--- src/rtl/seq_divider_16by8.sv ---
// Sequential restoring divider, N-bit dividend by M-bit divisor, one quotient bit per clock.
// Optional macro DIV_ZERO_FAST_EN: a zero divisor skips iteration and completes right after accept.
module seq_divider_16by8 #(
    parameter int N = 16,
    parameter int M = 8
) (
    input  logic         clk,
    input  logic         rst,
    input  logic         start,
    input  logic [N-1:0] a,
    input  logic [M-1:0] b,
    output logic         ready,
    output logic         busy,
    output logic         done,
    output logic [N-1:0] q,
    output logic [M-1:0] r,
    output logic         dz
);

    localparam int CW = $clog2(N);

    typedef enum logic [1:0] {
        IDLE,
        DIV,
        DONE
    } state_t;

    state_t         state;
    state_t         state_nx;
    state_t         start_target;
    logic [N-1:0]   dvd;
    logic [N-1:0]   quo;
    logic [N-1:0]   quo_nx;
    logic [M-1:0]   dvs;
    logic [M:0]     rem;
    logic [M:0]     rem_sh;
    logic [M:0]     rem_nx;
    logic [CW-1:0]  count;
    logic           ge;
    logic           last;
    logic           accept;

    assign ready  = (state == IDLE) || (state == DONE);
    assign busy   = (state == DIV);
    assign done   = (state == DONE);
    assign accept = ready && start;
    assign last   = (count == CW'(N - 1));

`ifdef DIV_ZERO_FAST_EN
    assign start_target = (b == '0) ? DONE : DIV;
`else
    assign start_target = DIV;
`endif

    // One restoring step: bring down the next dividend bit, subtract if it fits.
    always_comb begin
        rem_sh = {rem[M-1:0], dvd[N-1]};
        ge     = (rem_sh >= {1'b0, dvs});
        rem_nx = ge ? (rem_sh - {1'b0, dvs}) : rem_sh;
        quo_nx = {quo[N-2:0], ge};
    end

    always_ff @(posedge clk) begin
        if (rst) begin
            state <= IDLE;
        end else begin
            state <= state_nx;
        end
    end

    always_comb begin
        state_nx = state;
        unique case (state)
            IDLE: begin
                if (start) state_nx = start_target;
            end
            DIV: begin
                if (last) state_nx = DONE;
            end
            DONE: begin
                state_nx = start ? start_target : IDLE;
            end
            default: state_nx = IDLE;
        endcase
    end

    always_ff @(posedge clk) begin
        if (rst) begin
            dvd   <= '0;
            dvs   <= '0;
            rem   <= '0;
            quo   <= '0;
            count <= '0;
            q     <= '0;
            r     <= '0;
            dz    <= 1'b0;
        end else if (accept) begin
            dvd   <= a;
            dvs   <= b;
            rem   <= '0;
            quo   <= '0;
            count <= '0;
`ifdef DIV_ZERO_FAST_EN
            if (b == '0) begin
                q  <= '1;
                r  <= a[M-1:0];
                dz <= 1'b1;
            end
`endif
        end else if (state == DIV) begin
            dvd   <= dvd << 1;
            rem   <= rem_nx;
            quo   <= quo_nx;
            count <= count + 1'b1;
            if (last) begin
                q  <= quo_nx;
                r  <= rem_nx[M-1:0];
                dz <= (dvs == '0);
            end
        end
    end

endmodule
--- config.mk ---
export PLATFORM = sky130hd
export DESIGN_NAME = seq_divider_16by8
export DESIGN_NICKNAME = d
export VERILOG_FILES = /design/src/rtl/seq_divider_16by8.sv
export SDC_FILE = /design/constraint.sdc
export NUM_CORES = 1
export LEC_CHECK = 0
export CORE_MARGIN = 2
export CORE_UTILIZATION = 53
export CTS_CLUSTER_SIZE = 30
export DETAILED_ROUTE_END_ITERATION = 10
export GPL_ROUTABILITY_DRIVEN = 1
export HOLD_SLACK_MARGIN = 0.05
export PLACE_DENSITY = 0.79
export SLEW_MARGIN = 20
export SYNTH_ARGS = -nofsm -noshare
export SYNTH_HDL_FRONTEND = slang
export SYNTH_SLANG_ARGS = --single-unit
--- constraint.sdc ---
create_clock -name clk -period 2.9 [get_ports clk]
set_input_delay 0.58 -clock clk [delete_from_list [all_inputs] [get_ports clk]]
set_output_delay 0.58 -clock clk [all_outputs]
set_load 0.02 [all_outputs]
=== Word level (Yosys, flattened, before mapping) ===
Index checks and enable logic that the tools add are counted.

* Flip-flop bits (word level): 78
* Input bits: 27
* Output and inout bits: 28
* Word-level logic and storage cells: 33

* $add $sub $neg: 2
* Order comparisons: 1
* Eq/ne operators: 5
* Muxes and demuxes: 7
* Bitwise operators: 1
* Reductions and logical operators: 8

{| class="wikitable"
|+ Operator list
! operator !! number
|-
| 2-to-1 mux 16 bit || 2
|-
| >= comparator 9 x 8 -> 1 bit || 1
|-
| logical NOT 8 bit || 1
|-
| 2-to-1 mux 8 bit || 1
|-
| subtractor 8 bit || 1
|-
| case mux 2 bit (3 select lines) || 1
|-
| adder 4 x 1 -> 4 bit (second input constant) || 1
|-
| equality test 4 bit (second input constant) || 1
|-
| 2-to-1 mux 2 bit || 2
|-
| AND reduction 3 bit || 1
|-
| equality test 2 x 1 -> 1 bit (second input constant) || 1
|-
| equality test 2 bit (second input constant) || 1
|-
| logical NOT 2 bit || 1
|-
| != test 2 x 1 -> 1 bit (second input constant) || 1
|-
| != test 2 bit (second input constant) || 1
|-
| AND reduction 2 bit || 1
|-
| nonzero test 2 bit || 1
|-
| OR reduction 2 bit || 1
|-
| logical AND 1 bit || 1
|-
| logical OR 1 bit || 1
|-
| 2-to-1 mux 1 bit || 1
|-
| inverter 1 bit || 1
|}

=== Logic depth before layout (Yosys ltp) ===
* Word-level depth: 5
* Depth in mapped cells: 9
* Mapped depth without buffers: 9

=== Worst setup path before layout ===
No wires, ideal clock.

* Kind: flip-flop to flip-flop
* From: register dvs[4]
* To: register r[1]
* Library setup time: 0.120 ns
* Data arrival time: 1.877 ns
* Data required time: 2.780 ns
* Slack: 0.903 ns
* Stages on the path, launching flop included: 10
* Buffers on the path: 1
* Period minus slack after synthesis: 1.997 ns
* Cell sequence: dfxtp_1 inv_1 ha_1 a21o_1 a31o_1 o221ai_2 and2_4 buf_8 nor4_1 a211o_1

* Longest elaborated chain between the ends: 2

{| class="wikitable"
|+ Ends and longest elaborated chain
! item !! line !! RTL
|-
| start, declared || 34 || <nowiki>logic [M-1:0] dvs;</nowiki>
|-
| start signal, assigned || 90 || <nowiki>dvs <= '0;</nowiki>
|-
| start signal, assigned || 99 || <nowiki>dvs <= b;</nowiki>
|-
| >= comparator 9 x 8 -> 1 bit || 58 || <nowiki>ge = (rem_sh >= {1'b0, dvs});</nowiki>
|-
| 2-to-1 mux 8 bit || 59 || <nowiki>rem_nx = ge ? (rem_sh - {1'b0, dvs}) : rem_sh;</nowiki>
|-
| end signal, assigned || 117 || <nowiki>r <= rem_nx[M-1:0];</nowiki>
|-
| end, declared || 16 || <nowiki>output logic [M-1:0] r,</nowiki>
|}

No other way between the ends.
A chain may end at the register's enable or synchronous reset.

=== Worst setup path in the final report ===
* From: register state[0]
* To: output port busy

* Longest elaborated chain between the ends: 1

{| class="wikitable"
|+ Ends and longest elaborated chain
! item !! line !! RTL
|-
| start, declared || 28 || <nowiki>state_t state;</nowiki>
|-
| start signal, assigned || 67 || <nowiki>state <= state_nx;</nowiki>
|-
| equality test 2 x 1 -> 1 bit || 44 || <nowiki>assign busy = (state == DIV);</nowiki>
|-
| end, declared || 13 || <nowiki>output logic busy,</nowiki>
|}

No other way between the ends.

==> results summary <==
Summed over all layers, the routed wires come to 7420 um. Of the post-synthesis cell area, the part taken by muxes is 1.21%. The number of endpoints with negative hold slack in the final report came to 0. The tree built by TritonCTS fans out to 78 sinks. Headroom to the max-slew limit came out at 55.5%. The library cell used as clock root buffer is sky130_fd_sc_hd__clkbuf_8. The library cells used most frequently in the layout, excluding fill and tap cells, are sky130_fd_sc_hd__nand2_1, sky130_fd_sc_hd__dfxtp_1, sky130_fd_sc_hd__clkdlybuf4s50_1. Across every metal layer, demand over resource in global routing totals 22.5%.

The async set or reset register ratio after synthesis is 0%. The netlist area before placement is 3320 um2. Data arrives at the worst endpoint at 1.70 ns. After synthesis, the largest family of logic cells by area is simple AND/OR/NAND/NOR gates. The critical path class is register to primary output.

In the final layout, flip-flops and latches occupy 1560 um2. The floorplan die height came out at 83.2 um. Using the TritonRoute via totals, the vias-per-cell ratio works out to 5.49.

Once the floorplan was initialized, standard cells occupied 55.5% of the core. The flow ran to the end, and the final reports show no timing, DRC or antenna violations. In this run the deepest clock path goes through 2 buffers. Of the available clock period, the critical path in the final layout requires 78.6%. Setup repair after global routing left no endpoint under its margin. Summing the areas of all fa, ha and maj instances in the mapped netlist gives 3.99% of the synthesized area. The number of detailed-route iterations in the first pass is 4.

The layout net count came out at 491. The count of fill cells added during filler insertion came out at 505. The clock-pin slew on the worst setup and hold paths is 0.08 ns.

Setup violations remaining at the end of the flow were counted as 0. The post-synthesis sequential area ratio is 47.0%. In this run, synthesis inferred 0 flip-flops with an integrated enable. Summing all multi-input logic gate instances after layout gives 1610 um2. The total number of placement rows is 28. The basic-gate share of the synthesized area counting and, or, nand and nor cells came out at 22.2%. In this run the worst hold path is classified as register to register. TritonCTS built the clock tree. The area growth from synthesis to layout is 24.0%.

During synthesis, Yosys emitted a total of 0 warnings. The area of the core is 5990 um2. Entering global routing, the biggest net connects 55 pins.

The later-pin clock latency in the skew report came out at 0.36 ns. The number of global-route vias before repair came to 2835. The fraction of final layout cells sized beyond drive strength 1 came out at 7.84%. The number of gates resized after CTS was 0. The TritonCTS buffer count came out at 9. After clock tree synthesis, the flow added hold-fix buffers numbering 0. The via count came out at 2930. The net count of the mapped netlist came out at 444. Dividing the detail-routed wire length by the instance count gives 13.9 um.

The count of maximum capacitance violations is 0. The design draws 2.43 mW. For this run, the leading register cell type out of synthesis is sky130_fd_sc_hd__dfxtp_1. After detailed routing, the number of remaining DRC violations is 0. The die covers 6920 um2. The count of buffers inserted at the top-level ports came out at 54. Once routing completed, OpenROAD measured the worst setup slack at 0.622 ns. The number of distinct library cells after synthesis came out at 46. The leakage power figure is 1.48 nW. For the worst setup path, the data required time is 2.32 ns. The power per cell area came out at 590 nW/um2. In this run the worst path has a maximum fanout of 6. For the final routed database, the setup TNS stands at 0 ns. The wire length of the first global-routing pass is 12800 um. The number of antenna violations at the first check in global routing came to 0. 0 antenna diodes ended up in the layout. For this design the top-level I/O count stands at 55. The synthesized area per cell came out at 8.16 um2. STA classifies the critical path endpoint as a primary output. The flip-flop and latch count after synthesis came out at 78. The buffer count from post-CTS setup fixing came out at 0.

The clock arrives with 0.00707 ns of skew. For the pin with the worst max-slew slack, the measured transition is 0.667 ns. The startpoint type of the worst setup path is a register. The post-detailed-route count of antenna-violating nets came out at 0. The placer congestion estimate came out at 0.870. The peak ir drop on the vdd network came out at 325 uV. The area fraction in compound gates after synthesis is 19.2%. The die is 83.2 um wide. Prior to clock tree synthesis, the placed netlist has a worst setup slack of 0.750 ns. The final critical path time including I/O delays and setup came out at 2.28 ns. The number of max-slew violations in the final report is 0.

The post-synthesis xor/xnor area fraction is 1.58%. The violation count after the first detailed-routing iteration is 118. The highest attainable clock frequency is 0.439 GHz. The H-tree generated during clock tree synthesis spans 3 levels. The total congestion overflow after global routing is 0. Leaving out fill and tap cells, the most frequent cell in the layout is sky130_fd_sc_hd__nand2_1.

The synthesized netlist cell count is 407. The detailed placement HPWL is 5000 um.
[logic make-up (layout without fill, tap and decap cells)]
family                   Yosys count  after routing
XOR/XNOR                           6              6
flip-flops                        78             78
buffers and inverters             38             90
adder cells (fa/ha/maj)           10             10
AND/OR/NAND/NOR                  173            173
multiplexers                       4              4
AO/OA/AOI/OAI                     98             98
[power by group]
part,switching [mW],leakage [nW],internal [mW],total [mW]
clock,0.406,0.108,0.489,0.894
combinational,0.234,0.736,0.164,0.398
sequential,0.0283,0.634,1.11,1.14
[stage by stage]
stage | cells | utilization, % | area [um2] | hold WS [ns]
global route | 534 | 68.8 | 4120 | 0.478
global placement | 518 | 65.2 | 3910 | 0.442
detailed placement | 518 | 65.2 | 3910 | 0.449
finish | 534 | 68.8 | 4120 | 0.456
floorplan | 407 | - | 3320 | 0.432
CTS | 534 | 68.8 | 4120 | 0.460
[worst max-delay path, stage by stage (launching register included)]
cell,delay (ns)
sky130_fd_sc_hd__dfxtp_1,0.39
sky130_fd_sc_hd__nand2b_1,0.24
sky130_fd_sc_hd__inv_2,0.11
sky130_fd_sc_hd__clkdlybuf4s50_1,0.60
[per-layer routing]
| metal | global-route usage [%] | routed length, um | vias up |
|---|---|---|---|
| li1 | - | - | 1486 |
| met1 | 27.5 | 3450 | 1361 |
| met2 | 37.2 | 3470 | 64 |
| met3 | 6.06 | 305 | 19 |
| met4 | 10.1 | 190 | 0 |
| met5 | 0 | 0 | - |
[registers in the layout (all words and copies together), names as in the netlist]
signal  flops
rem         8
dz          1
dvs         8
r           8
dvd        16
state       2
q          16
count       4
quo        15
[cells in the mapped netlist, types with 2 or more instances]
master | n | area share, %
sky130_fd_sc_hd__nand2_1 | 101 | 11
sky130_fd_sc_hd__dfxtp_1 | 78 | 47
sky130_fd_sc_hd__a21oi_1 | 48 | 7.2
sky130_fd_sc_hd__nor2_1 | 35 | 4.0
sky130_fd_sc_hd__clkbuf_1 | 18 | 2.0
sky130_fd_sc_hd__nor3_1 | 11 | 1.7
sky130_fd_sc_hd__inv_1 | 10 | 1.1
sky130_fd_sc_hd__a211oi_1 | 9 | 2.0
sky130_fd_sc_hd__ha_1 | 9 | 3.4
sky130_fd_sc_hd__a311oi_1 | 8 | 2.1
sky130_fd_sc_hd__o21ai_0 | 7 | 1.1
sky130_fd_sc_hd__o22ai_1 | 7 | 1.3
sky130_fd_sc_hd__buf_1 | 5 | 0.57
sky130_fd_sc_hd__xor2_1 | 5 | 1.3
sky130_fd_sc_hd__mux2i_1 | 4 | 1.2
sky130_fd_sc_hd__nand3_1 | 4 | 0.60
sky130_fd_sc_hd__nor4_1 | 4 | 0.75
sky130_fd_sc_hd__a211oi_2 | 3 | 1.1
sky130_fd_sc_hd__buf_2 | 3 | 0.45
sky130_fd_sc_hd__nand4_1 | 3 | 0.57
sky130_fd_sc_hd__nor2b_1 | 3 | 0.57
sky130_fd_sc_hd__o21a_1 | 3 | 0.68
sky130_fd_sc_hd__a211o_1 | 2 | 0.53
sky130_fd_sc_hd__a21o_1 | 2 | 0.45
sky130_fd_sc_hd__nand2b_1 | 2 | 0.38
sky130_fd_sc_hd__nor3b_1 | 2 | 0.45
sky130_fd_sc_hd__or4_1 | 2 | 0.45
[cell type report]
cell class | instances | share of cell area (%)
Sequential cell | 78 | 37.9
Multi-Input combinational cell | 291 | 39.0
Timing Repair Buffer | 63 | 14.6
Inverter | 11 | 1.00
Clock inverter | 5 | 2.00
Clock buffer | 11 | 3.19
Tap cell | 75 | 2.28
[final timing paths]
path | start | end | slack, ns | cells past startpoint
max | state[0] | busy | 0.62 | 3
min | q[5] | q[5] | 0.46 | 2
max reg2reg | dvs[4] | r[1] | 0.77 | 8
min reg2reg | q[5] | q[5] | 0.46 | 2
(Power assumes the default switching activity.)
==> RTL edit (same flow settings) <==
Add a define of `DIV_ZERO_FAST_EN`.
--- a/src/rtl/seq_divider_16by8.sv
+++ b/src/rtl/seq_divider_16by8.sv
@@ -1,4 +1,6 @@
 // Sequential restoring divider, N-bit dividend by M-bit divisor, one quotient bit per clock.
 // Optional macro DIV_ZERO_FAST_EN: a zero divisor skips iteration and completes right after accept.
+`define DIV_ZERO_FAST_EN
+
 module seq_divider_16by8 #(
     parameter int N = 16,
Formal check against the unedited RTL: not equivalent (Yosys sat finds a counterexample within 4 cycles, from zero or initial values and one cycle with rst high).
==> RTL edit against the unedited design <==
Total power is 3.3% lower. Worst setup slack got worse by 0.28 ns. Routed wire length is 20% higher. Cell area rose by 2.9%. Area after synthesis increased by 5.3%. Sequential share of layout area is 1.1 points lower. Register-to-register slack worse by 0.04 ns. Sequential cell count is the same. Clock skew decreased by 0.0021 ns.
==> RTL edit: results (changes against the unedited design) <==
[drt]
wl_mm=8.93  ; +20%
drt_iter0_drc=269  ; +130%
wl_per_cell_um=15.9  ; +15%
via_count=3329  ; +14%
first_pass_iters=5  ; +1

[placement]
gp_congestion=0.867  ; -0.40%
dp.cells=545  ; +5.2%
dp_slack_ns=0.165  ; -0.585 ns
place_hpwl_mm=6.09  ; +22%
numPortBuffers=54  ; unchanged
dpl_cell_area_um2=4050  ; +3.7%

[worst_hold_path]
min_path_cells=2  ; unchanged
holdPathEnd=dvd[7]$_SDFFE_PP0P_
min_from=dvd[7]$_SDFFE_PP0P_
hold_path_class=reg -> reg

[synthesis]
ys_top_cells_by_area=dfxtp_1 (45%), nand2_1 (7.9%), a21oi_1 (7.3%)
synthesis.nets=474  ; +6.8%
yosys_warnings=0  ; unchanged
seq_area_frac_synth_pct=44.7  ; -2.4 points
synthArstFlopShare_pct=0  ; unchanged
synthesis.instances=437  ; +7.4%
synth-main-ff-cell=dfxtp_1
yosys.cell_types.count=51  ; +11%
synth_common_cells=dfxtp_1 (78), nand2_1 (74), a21oi_1 (51), nor3_1 (43), nor2_1 (39)

[grt]
antenna_found_initial=0  ; unchanged
grt_max_degree=42  ; -24%
grt_pass1_wl_mm=14.3  ; +12%
track_usage_pct=24.5  ; +2.0 points
grt_pass1_vias=3004  ; +6.0%

[cts]
clkSlewWorstSetupHoldPaths_ns=0.08  ; about the same
max-clock-path-buffers=2  ; unchanged
ctsResizeCount=0  ; unchanged
clockRootBuffer=clkbuf_8
cts.sinks=78  ; unchanged
numCtsBuffers=9  ; unchanged
htree_levels=3  ; unchanged
cts_setup_buffers=0  ; unchanged
insertion_delay_ns=0.34  ; -0.02 ns

[final_layout]
layout-drive-gt1-share_pct=7.04  ; -0.80 points
antenna_cells=0  ; unchanged
largestRegisters=dvd: 16 flops, q: 16 flops, quo: 15 flops
finalNetCount=516  ; +5.1%

[sta]
fin_skew_ns=0.00493  ; -0.00214 ns
fin_crit_sh_pct=88.1  ; +9.5 points
worst_pin_slew_ns=0.640  ; -0.0273 ns
holdWs_ns=0.464  ; +0.00782 ns

[power_and_ir_drop]
p_leak_nw=1.59  ; +7.7%
ir_worst_vdd_mv=0.400  ; +23%

[worst_setup_path]
r2r_start=state[1]$_SDFFE_PP0P_
reg2regPathDepth=6  ; -2
rrSetupSlack_ns=0.73  ; -0.04 ns
worst_r2r_endpoint=dvd[3]$_SDFFE_PP0P_
arrival_ns=1.97  ; +0.27 ns
crit_fanout=14  ; +8

[run_status]
status=finished clean

-- RTL edit: changes by cell type in the layout (fill, tap and decap cells not counted), sizes merged, moves of 3 or more --
| cell | unedited run | this run |
|---|---|---|
| nor2 | 35 | 39 |
| clkinv | 2 | 5 |
| a21boi | 0 | 4 |
| a21oi | 49 | 52 |
| nand2 | 102 | 74 |
| nand4 | 3 | 6 |
| a22oi | 0 | 11 |
| nand3 | 4 | 11 |
| nor3 | 11 | 45 |
| a211oi | 12 | 2 |
| a311oi | 9 | 1 |
-- RTL edit: kinds of logic (layout without fill, tap and decap cells) --
group | after synthesis | count (layout) | synth area share (%)
simple gates | 194 | 194 | 25.1
flops | 78 | 78 | 44.7
xor+xnor | 7 | 7 | 1.75
fa+ha+maj | 10 | 10 | 3.79
mux | 4 | 4 | 1.14
compound gates | 99 | 99 | 18.1
buf+inv | 45 | 91 | 5.47
-- RTL edit: how the worst max path moves through the flow --
stage | from | endpoint | depth (start not counted)
4_1_cts | state[1]$_SDFFE_PP0P_ | busy | 3
5_1_grt | state[1]$_SDFFE_PP0P_ | busy | 3
3_3_place_gp | b[6] | r[0]$_SDFFE_PP0P_ | 8
6_report | state[1]$_SDFFE_PP0P_ | busy | 3
3_5_place_dp | b[6] | r[1]$_SDFFE_PP0P_ | 8
2_1_floorplan | dvs[1]$_SDFFE_PP0P_ | r[6]$_SDFFE_PP0P_ | 9
-- RTL edit: layout make-up --
cell class / instances / area (um^2)
fillers: 533 / 2110
multi-input cells: 314 / 1740
flip-flops and latches: 78 / 1560
repair buffers: 62 / 596
clock buffers: 9 / 124
well taps: 77 / 96.3
clock inverters: 6 / 62.6
inverters: 14 / 52.6
-- RTL edit: layer usage --
layer  up-vias  wire length [um]  track usage [%]  share of wire, %
li1       1604                 -                -                 -
met1      1596              4130             35.0                46
met2       116              4030             37.6                45
met3        13               643             4.67               7.2
met4         0               130             7.94               1.5
met5         -                 0                0                 0
-- RTL edit: report_power, final --
| group | switching (mW) | total [mW] | leakage [nW] | internal (mW) |
|---|---|---|---|---|
| combinational | 0.254 | 0.416 | 0.859 | 0.161 |
| clock | 0.404 | 0.797 | 0.0992 | 0.393 |
| sequential | 0.0290 | 1.14 | 0.634 | 1.11 |
-- RTL edit: worst max-delay path, stage by stage, from the launching register on --
cell             delay (ns)
dfxtp_1                0.35
nand2b_1               0.53
clkinv_1               0.19
clkdlybuf4s50_1        0.57
-- RTL edit: stage by stage --
stage | util, % | power, mW
detailed placement | 63.8 | 1.57
CTS | 66.7 | 2.35
global route | 66.7 | 2.44
floorplan | - | 1.46
finish | 66.7 | 2.35
global placement | 63.8 | 1.56
